[src/rtl/arith_shift_sequencer_if.sv]
// Request/result handshake bundle for arith_shift_sequencer; master drives requests and result-accept.
interface arith_shift_sequencer_if #(
    parameter int N  = 8,
    parameter int AW = $clog2(N)
);
    logic          in_valid;
    logic          in_ready;
    logic [N-1:0]  in_data;
    logic [AW-1:0] in_amount;
    logic          out_valid;
    logic          out_ready;
    logic [N-1:0]  out_data;

    modport master (
        output in_valid, in_data, in_amount, out_ready,
        input  in_ready, out_valid, out_data
    );

    modport slave (
        input  in_valid, in_data, in_amount, out_ready,
        output in_ready, out_valid, out_data
    );
endinterface

[src/rtl/arith_shift_sequencer.sv]
// Multi-cycle arithmetic right shift using one 0..3-place shifter; max(1,ceil(amt/3)) SHIFT cycles, then holds result until out_ready.
// One request in flight; in_ready only in IDLE. ARITH_SHIFT_ZERO_BYPASS_EN sends amount-0 requests straight to DONE.
module arith_shift_sequencer_asr #(
    parameter int N = 8
) (
    input  logic [N-1:0] d,
    input  logic [1:0]   sh,
    output logic [N-1:0] q
);
    assign q = $unsigned($signed(d) >>> sh);
endmodule

module arith_shift_sequencer #(
    parameter int N  = 8,
    parameter int AW = $clog2(N)
) (
    input  logic                    clk,
    input  logic                    rst_n,
    arith_shift_sequencer_if.slave  bus,
    output logic                    busy
);
    typedef enum logic [1:0] {
        IDLE  = 2'd0,
        SHIFT = 2'd1,
        DONE  = 2'd2
    } state_t;

    localparam logic [AW:0]   AMT_LIM = (AW+1)'(N);
    localparam logic [AW-1:0] AMT_MAX = AW'(N - 1);

    state_t        state_q, state_d;
    logic [N-1:0]  work_q, work_d;
    logic [AW-1:0] rem_q, rem_d;
    logic [AW-1:0] amt_sat;
    logic [1:0]    step;
    logic [N-1:0]  shifted;

    // Non-power-of-two widths let in_amount exceed N-1; clamp at accept.
    always_comb begin
        amt_sat = bus.in_amount;
        if ({1'b0, bus.in_amount} >= AMT_LIM) begin
            amt_sat = AMT_MAX;
        end
    end

    always_comb begin
        step = rem_q[1:0];
        if (rem_q >= AW'(3)) begin
            step = 2'd3;
        end
    end

    arith_shift_sequencer_asr #(.N(N)) u_asr (
        .d  (work_q),
        .sh (step),
        .q  (shifted)
    );

    always_comb begin
        state_d = state_q;
        work_d  = work_q;
        rem_d   = rem_q;
        unique case (state_q)
            IDLE: begin
                if (bus.in_valid) begin
                    work_d = bus.in_data;
                    rem_d  = amt_sat;
`ifdef ARITH_SHIFT_ZERO_BYPASS_EN
                    state_d = (amt_sat == '0) ? DONE : SHIFT;
`else
                    state_d = SHIFT;
`endif
                end
            end
            SHIFT: begin
                work_d = shifted;
                rem_d  = rem_q - AW'(step);
                if (rem_q == AW'(step)) begin
                    state_d = DONE;
                end
            end
            DONE: begin
                if (bus.out_ready) begin
                    state_d = IDLE;
                end
            end
            default: state_d = IDLE;
        endcase
    end

    always_ff @(posedge clk or negedge rst_n) begin
        if (!rst_n) begin
            state_q <= IDLE;
            work_q  <= '0;
            rem_q   <= '0;
        end else begin
            state_q <= state_d;
            work_q  <= work_d;
            rem_q   <= rem_d;
        end
    end

    // work_q is frozen in DONE, so it doubles as the registered result.
    assign bus.in_ready  = (state_q == IDLE);
    assign bus.out_valid = (state_q == DONE);
    assign bus.out_data  = work_q;
    assign busy          = (state_q != IDLE);
endmodule

[src/flat_wrapper.sv]
// flat-port wrapper written by rule: the top's interface ports become plain ports
module arith_shift_sequencer_flat 
#(
    parameter int N  = 8,
    parameter int AW = $clog2(N)
)
  (clk, rst_n, busy, bus_in_valid, bus_in_data, bus_in_amount, bus_out_ready, bus_in_ready, bus_out_valid, bus_out_data);
  arith_shift_sequencer_if #(.N(N), .AW(AW)) bus_i ();
  input  logic clk;
  input  logic rst_n;
  output logic busy;
  input wire logic [$bits(bus_i.in_valid)-1:0] bus_in_valid;
  input wire logic [$bits(bus_i.in_data)-1:0] bus_in_data;
  input wire logic [$bits(bus_i.in_amount)-1:0] bus_in_amount;
  input wire logic [$bits(bus_i.out_ready)-1:0] bus_out_ready;
  output wire logic [$bits(bus_i.in_ready)-1:0] bus_in_ready;
  output wire logic [$bits(bus_i.out_valid)-1:0] bus_out_valid;
  output wire logic [$bits(bus_i.out_data)-1:0] bus_out_data;
  assign bus_i.in_valid = bus_in_valid;
  assign bus_i.in_data = bus_in_data;
  assign bus_i.in_amount = bus_in_amount;
  assign bus_i.out_ready = bus_out_ready;
  assign bus_in_ready = bus_i.in_ready;
  assign bus_out_valid = bus_i.out_valid;
  assign bus_out_data = bus_i.out_data;
  arith_shift_sequencer #(.N(N), .AW(AW)) u_core (.clk(clk), .rst_n(rst_n), .bus(bus_i), .busy(busy));
endmodule
[config.mk]
export PLATFORM = sky130hd
export DESIGN_NAME = arith_shift_sequencer_flat
export DESIGN_NICKNAME = d
export VERILOG_FILES = /design/src/rtl/arith_shift_sequencer_if.sv /design/src/rtl/arith_shift_sequencer.sv /design/src/flat_wrapper.sv
export SDC_FILE = /design/constraint.sdc
export NUM_CORES = 1
export LEC_CHECK = 0
export ABC_AREA = 1
export CAP_MARGIN = 20
export CELL_PAD_IN_SITES_DETAIL_PLACEMENT = 1
export CELL_PAD_IN_SITES_GLOBAL_PLACEMENT = 1
export CORE_MARGIN = 2
export CORE_UTILIZATION = 31
export CTS_CLUSTER_SIZE = 8
export DETAILED_ROUTE_END_ITERATION = 16
export GPL_ROUTABILITY_DRIVEN = 0
export PLACE_DENSITY_LB_ADDON = 0.3
export SLEW_MARGIN = 20
export SYNTH_ARGS = -nofsm -noshare
export SYNTH_HDL_FRONTEND = slang
export SYNTH_SLANG_ARGS = --single-unit
[constraint.sdc]
create_clock -name clk -period 1.65 [get_ports clk]
set_input_delay 0.2475 -clock clk [delete_from_list [all_inputs] [get_ports clk]]
set_output_delay 0.2475 -clock clk [all_outputs]
set_load 0.005 [all_outputs]
== After elaboration in Yosys (flattened, before gate mapping) ==
Index checks and enable logic that the tools add are counted.
Storage, ports and cells
  register bits after elaboration: 13
  word-level logic and storage cells: 26
Cells by class
  $add $sub $neg: 1
  order comparisons: 1
  equal/unequal tests: 6
  shift operators: 1
  mux-type cells: 9
  reductions and logical operators: 5
Operators with widths (count)
  $pmux W8 S2: 1
  $mux W2: 4
  $mux W8: 1
  $sshr A8 B2 Y8: 1
  $pmux W2 S3: 1
  $pmux W3 S2: 1
  $ne A2 B2 Y1 const B: 2
  $reduce_bool A2 Y1: 2
  $eq A3 B2 Y1: 1
  $ge A3 B2 Y1 const B: 1
  $mux W3: 1
  $reduce_and A3 Y1: 1
  $sub A3 B2 Y3: 1
  $eq A2 B1 Y1 const B: 1
  $eq A2 B2 Y1 const B: 1
  $logic_not A2 Y1: 1
  $ne A2 B1 Y1 const B: 1
  $reduce_and A2 Y1: 1

== Longest topological paths before layout ==
  depth after elaboration: 5
  gate-level depth with buffers: 8
  depth with buffers taken out: 8

== Modules after synthesis ==
Synthesis repeated with hierarchy kept, for this count alone.
Unflattened totals
  cells, all modules: 140
  area, all modules: 923.4 um^2
By module, submodules not included
  arith_shift_sequencer: instances 1, cells an instance 94, area an instance 706.9 um^2, sequential area each 325.3 um^2
  arith_shift_sequencer_asr: instances 1, cells an instance 46, area an instance 216.5 um^2, sequential area each 0.0 um^2

== Least setup slack after synthesis ==
Ideal clock, no wire load.
  path type: register to register
  start: register u_core.rem_q[0]
  end: register u_core.rem_q[2]
  library setup time: 0.087 ns
  arrival time: 1.185 ns
  required time: 1.563 ns
  path slack: 0.378 ns
  stages on the path, launching flop included: 8
  path buffers: 0
  clock period less this slack: 1.272 ns
  cell sequence: dfrtp_1 -> nand2_1 -> nand2_1 -> nand2_1 -> ha_1 -> a21oi_1 -> o21ai_0 -> a22oi_1
On the way
  word-level cells in the longest chain between the ends: 4
RTL lines
  from (decl): line arith_shift_sequencer.sv:33  | logic [AW-1:0] rem_q, rem_d;
  from (signal assigned): line arith_shift_sequencer.sv:99  | rem_q <= rem_d;
  $ge A3 B2 Y1: line arith_shift_sequencer.sv:48  | if (rem_q >= AW'(3)) begin
  $mux W2: line arith_shift_sequencer.sv:48
  $sub A3 B2 Y3 *: line arith_shift_sequencer.sv:77  | rem_d = rem_q - AW'(step);
  $pmux W3 S2 *: line arith_shift_sequencer.sv:63  | unique case (state_q)
Every way passes the cells marked *; elsewhere a longest branch is shown, timed or not.
A chain may end at the register's enable or synchronous reset.

== Final worst setup path ==
  start: register u_core.state_q[1]
  end: output busy
On the way
  word-level cells in the longest chain between the ends: 1
RTL lines
  from (decl): line arith_shift_sequencer.sv:31  | state_t state_q, state_d;
  from (signal assigned): line arith_shift_sequencer.sv:97  | state_q <= state_d;
  $reduce_bool A2 Y1: line arith_shift_sequencer.sv:107  | assign busy = (state_q != IDLE);
  to (decl): line flat_wrapper.sv:11  | output logic busy;
No other way between the ends.

==> summary.md <==
| Metric | Value |
|---|---|
| Status | `completed` |
| R2r worst-path depth | `7` |
| #FFs+latches synth | `13` |
| First-pass GRT wire length | `4402 µm` |
| Core ar. | `2686 µm²` |
| Hold_buf cts | `0` |
| Synth cell types | `22` |
| Antenna cells | `0` |
| Share of post-route cells with drive strength above 1 | `14.81%` |
| Min Tclk post-route | `1.626 ns` |
| Place WS | `0.1325 ns` |
| Fin. max-slew vios | `0` |
| Critical Path RT | `1.40 ns` |
| Syn Nets | `144` |
| Max incr delay on CP | `0.44 ns` |
| RSZ-0062 raised after global routing | `true` |
| Final Setup Violations | `0` |
| Root buf cell | `clkbuf_4` |
| Worst setup endpoint | `busy` |
| CTS tree | `done` |
| Num CTS Buffers | `3` |
| Grt ovf | `0` |
| Mean post-synth cell area | `6.696 µm²` |
| Htree depth | `1` |
| R2r setup slk | `0.18 ns` |
| FMAX | `614.8 MHz` |
| Setup TNS | `0 ns` |
| Site Rows | `19` |
| Clock Sinks | `13` |
| Netlist Area Pre-Place | `857.1 µm²` |
| Fin crit share | `98.57%` |
| PnR worst setup slack | `0.02355 ns` |
| Vias in the first global route | `972` |
| IO Pins | `26` |
| Top cell type's share of synthesized area | `37.96%` |
| Worst r2r dst | `u_core.rem_q[2]$_DFFE_PN0P_` |
| Die Wd | `56.58 µm` |
| Register area share after synthesis | `37.96%` |
| Critical path origin | `u_core.state_q[1]$_DFFE_PN0P_` |
| Maximum Capacitance Violations | `0` |
| Final ANT Viol Nets | `0` |
| Worst vdd rail ir drop | `0.0009179 V` |
| Largest net degree at the start of global routing | `14` |
| Initial Util | `31.90%` |
| Global-route usage over all layers | `17.62%` |
| Critical path class | `flop to output port` |
| Leak | `0.6125 nW` |
| 1st-iter DRT viols | `32` |
| CTS max path bufs | `2` |
| Clk_skew | `0.004179 ns` |
| Slew @ Worst Pin | `0.2976 ns` |
| Hold_ws | `0.2634 ns` |
| Ordered list of cells on the worst path | `nor2_2 > inv_1 > clkdlybuf4s50_1` |
| Hold Crit Class | `input port to asynchronous set/reset pin` |
| DIE AREA | `3201 µm²` |
| Ys Warns | `0` |
| Startpoint type of the worst setup path | `flop` |
| Fillers | `365` |
| WL/cell | `13.28 µm` |
| Critical path fanouts, max | `4` |
| Die Y | `56.58 µm` |
| Critical path arrival | `1.38 ns` |
| CP Capture Type | `output port` |
| Slew headroom | `80.14%` |
| Final Hold Viols | `0` |
| Power Dens Cells | `2017 nW/µm²` |
| Hpwl dp | `1935 µm` |
| Pre-antenna DRT Iters | `5` |
| DRC violations left | `0` |
| Clk slew on worst S/H paths | `0.09 ns` |
| Largest area contributor in the netlist | `dfrtp_1` |
| Vias per inst | `4.964` |
| Mapped Cells | `128` |
| Antenna violations before repair | `0` |
| Slowest stage cell, crit path | `clkdlybuf4s50_1` |
| Layout Nets | `179` |
| Port Buffer Count | `25` |
| Total wire length | `2564 µm` |
| Critical R2R Launch | `u_core.rem_q[0]$_DFFE_PN0P_` |
| Worst skew pair latency | `0.29 ns` |
| Top cells by area, synth | `dfrtp_1 (38%), nand2_1 (19%), nor2_1 (11%)` |
| Routed vias | `958` |
| Area Growth Syn to Fin | `42.04%` |
power breakdown:
| group | internal (mW) | leakage [nW] | switching, mW |
|---|---|---|---|
| clock network | 0.0903 | 0.0177 | 0.120 |
| registers | 0.486 | 0.155 | 0.169 |
| logic | 0.712 | 0.440 | 0.878 |
| total | 1.29 | 0.612 | 1.17 |
worst min path at each step:
stage	end	slack, ns	cells after the start
after floorplan	u_core.bus.out_data[0]$_DFFE_PN0P_	-0.05	0
after global placement	u_core.bus.out_data[0]$_DFFE_PN0P_	0.47	2
after detailed placement	u_core.bus.out_data[0]$_DFFE_PN0P_	0.48	2
after CTS	u_core.rem_q[0]$_DFFE_PN0P_	0.27	2
after global routing	u_core.rem_q[1]$_DFFE_PN0P_	0.29	2
final	u_core.rem_q[0]$_DFFE_PN0P_	0.26	2
stage by stage:
step	area, µm²	total power, mW	utilization (%)	instances
2_1_floorplan	857.1	1.573	-	128
3_3_place_gp	1157	2.111	43.08	186
3_5_place_dp	1157	2.172	43.08	186
4_1_cts	1206	2.450	44.90	193
5_1_grt	1217	2.712	45.32	193
6_report	1217	2.455	45.32	193
per-layer routing:
| layer | vias up | wire (µm) | GRT usage [%] | part of all wire (%) |
|---|---|---|---|---|
| met5 | - | 0 | 0 | 0 |
| met2 | 21 | 1265 | 29.57 | 49 |
| met3 | 5 | 92 | 2.995 | 3.6 |
| li1 | 469 | - | - | - |
| met4 | 0 | 43 | 7.823 | 1.7 |
| met1 | 463 | 1163 | 21.95 | 45 |
cells by family after synthesis:
group / synth area share (%)
mux: 1.314
buf+inv: 8.613
fa+ha+maj: 1.460
flops: 37.96
simple gates: 37.96
compound gates: 12.70
worst max-delay path: cells and delay by family, from the launching register on:
| family | cells | cell delay [ns] |
|---|---|---|
| flip-flops | 1 | 0.41 |
| buffers and inverters | 2 | 0.49 |
| AND/OR/NAND/NOR | 1 | 0.18 |
layout make-up:
type | instances | area, µm² | area share [%]
Sequential cell | 13 | 325.3 | 26.72
Inverter | 16 | 62.56 | 5.139
Clock inverter | 1 | 5.005 | 0.4111
Clock buffer | 3 | 22.52 | 1.850
Multi-Input combinational cell | 98 | 466.7 | 38.34
Tap cell | 31 | 38.79 | 3.186
Timing Repair Buffer | 31 | 296.5 | 24.36
layout by cell type, fill, tap and decap left out:
cell type        instances
a21oi_1                  6
a21oi_2                  1
a22oi_1                  1
buf_4                    6
clkbuf_4                 3
clkdlybuf4s50_1         23
clkinv_2                 1
dfrtp_1                 13
dlygate4sd2_1            1
dlymetal6s2s_1           1
ha_1                     1
inv_1                   12
inv_2                    3
inv_4                    1
mux2_2                   1
nand2_1                 44
nand2_4                  1
nand3_1                  6
nand3_2                  1
nor2_1                  22
nor2_2                   3
o21ai_0                  4
o21ai_2                  1
o21ai_4                  1
o221ai_1                 1
o22ai_1                  2
or2_0                    1
or2_2                    1
repair_timing:
item	in CTS	in global routing
pin swaps	1	0
gates cloned	0	0
gates resized for setup	1	4
buffers inserted	3	0
setup endpoints to repair	1	4
hold endpoints to repair	0	0
cell usage after synthesis (all sizes together):
master and instances:
mux2 1, or2 2, nor2 25, buf 1
a22oi 1, inv 16, nand3 7, o22ai 2
nand2 45, o221ai 1, dfrtp 13, ha 1
o21ai 6, a21oi 7
state kept, by name, indices dropped and copies added, names as in the netlist:
register / flops
u_core.bus.out_data: 8
u_core.rem_q: 3
u_core.state_q: 2
No activity file was read; power rests on OpenSTA's default activity.
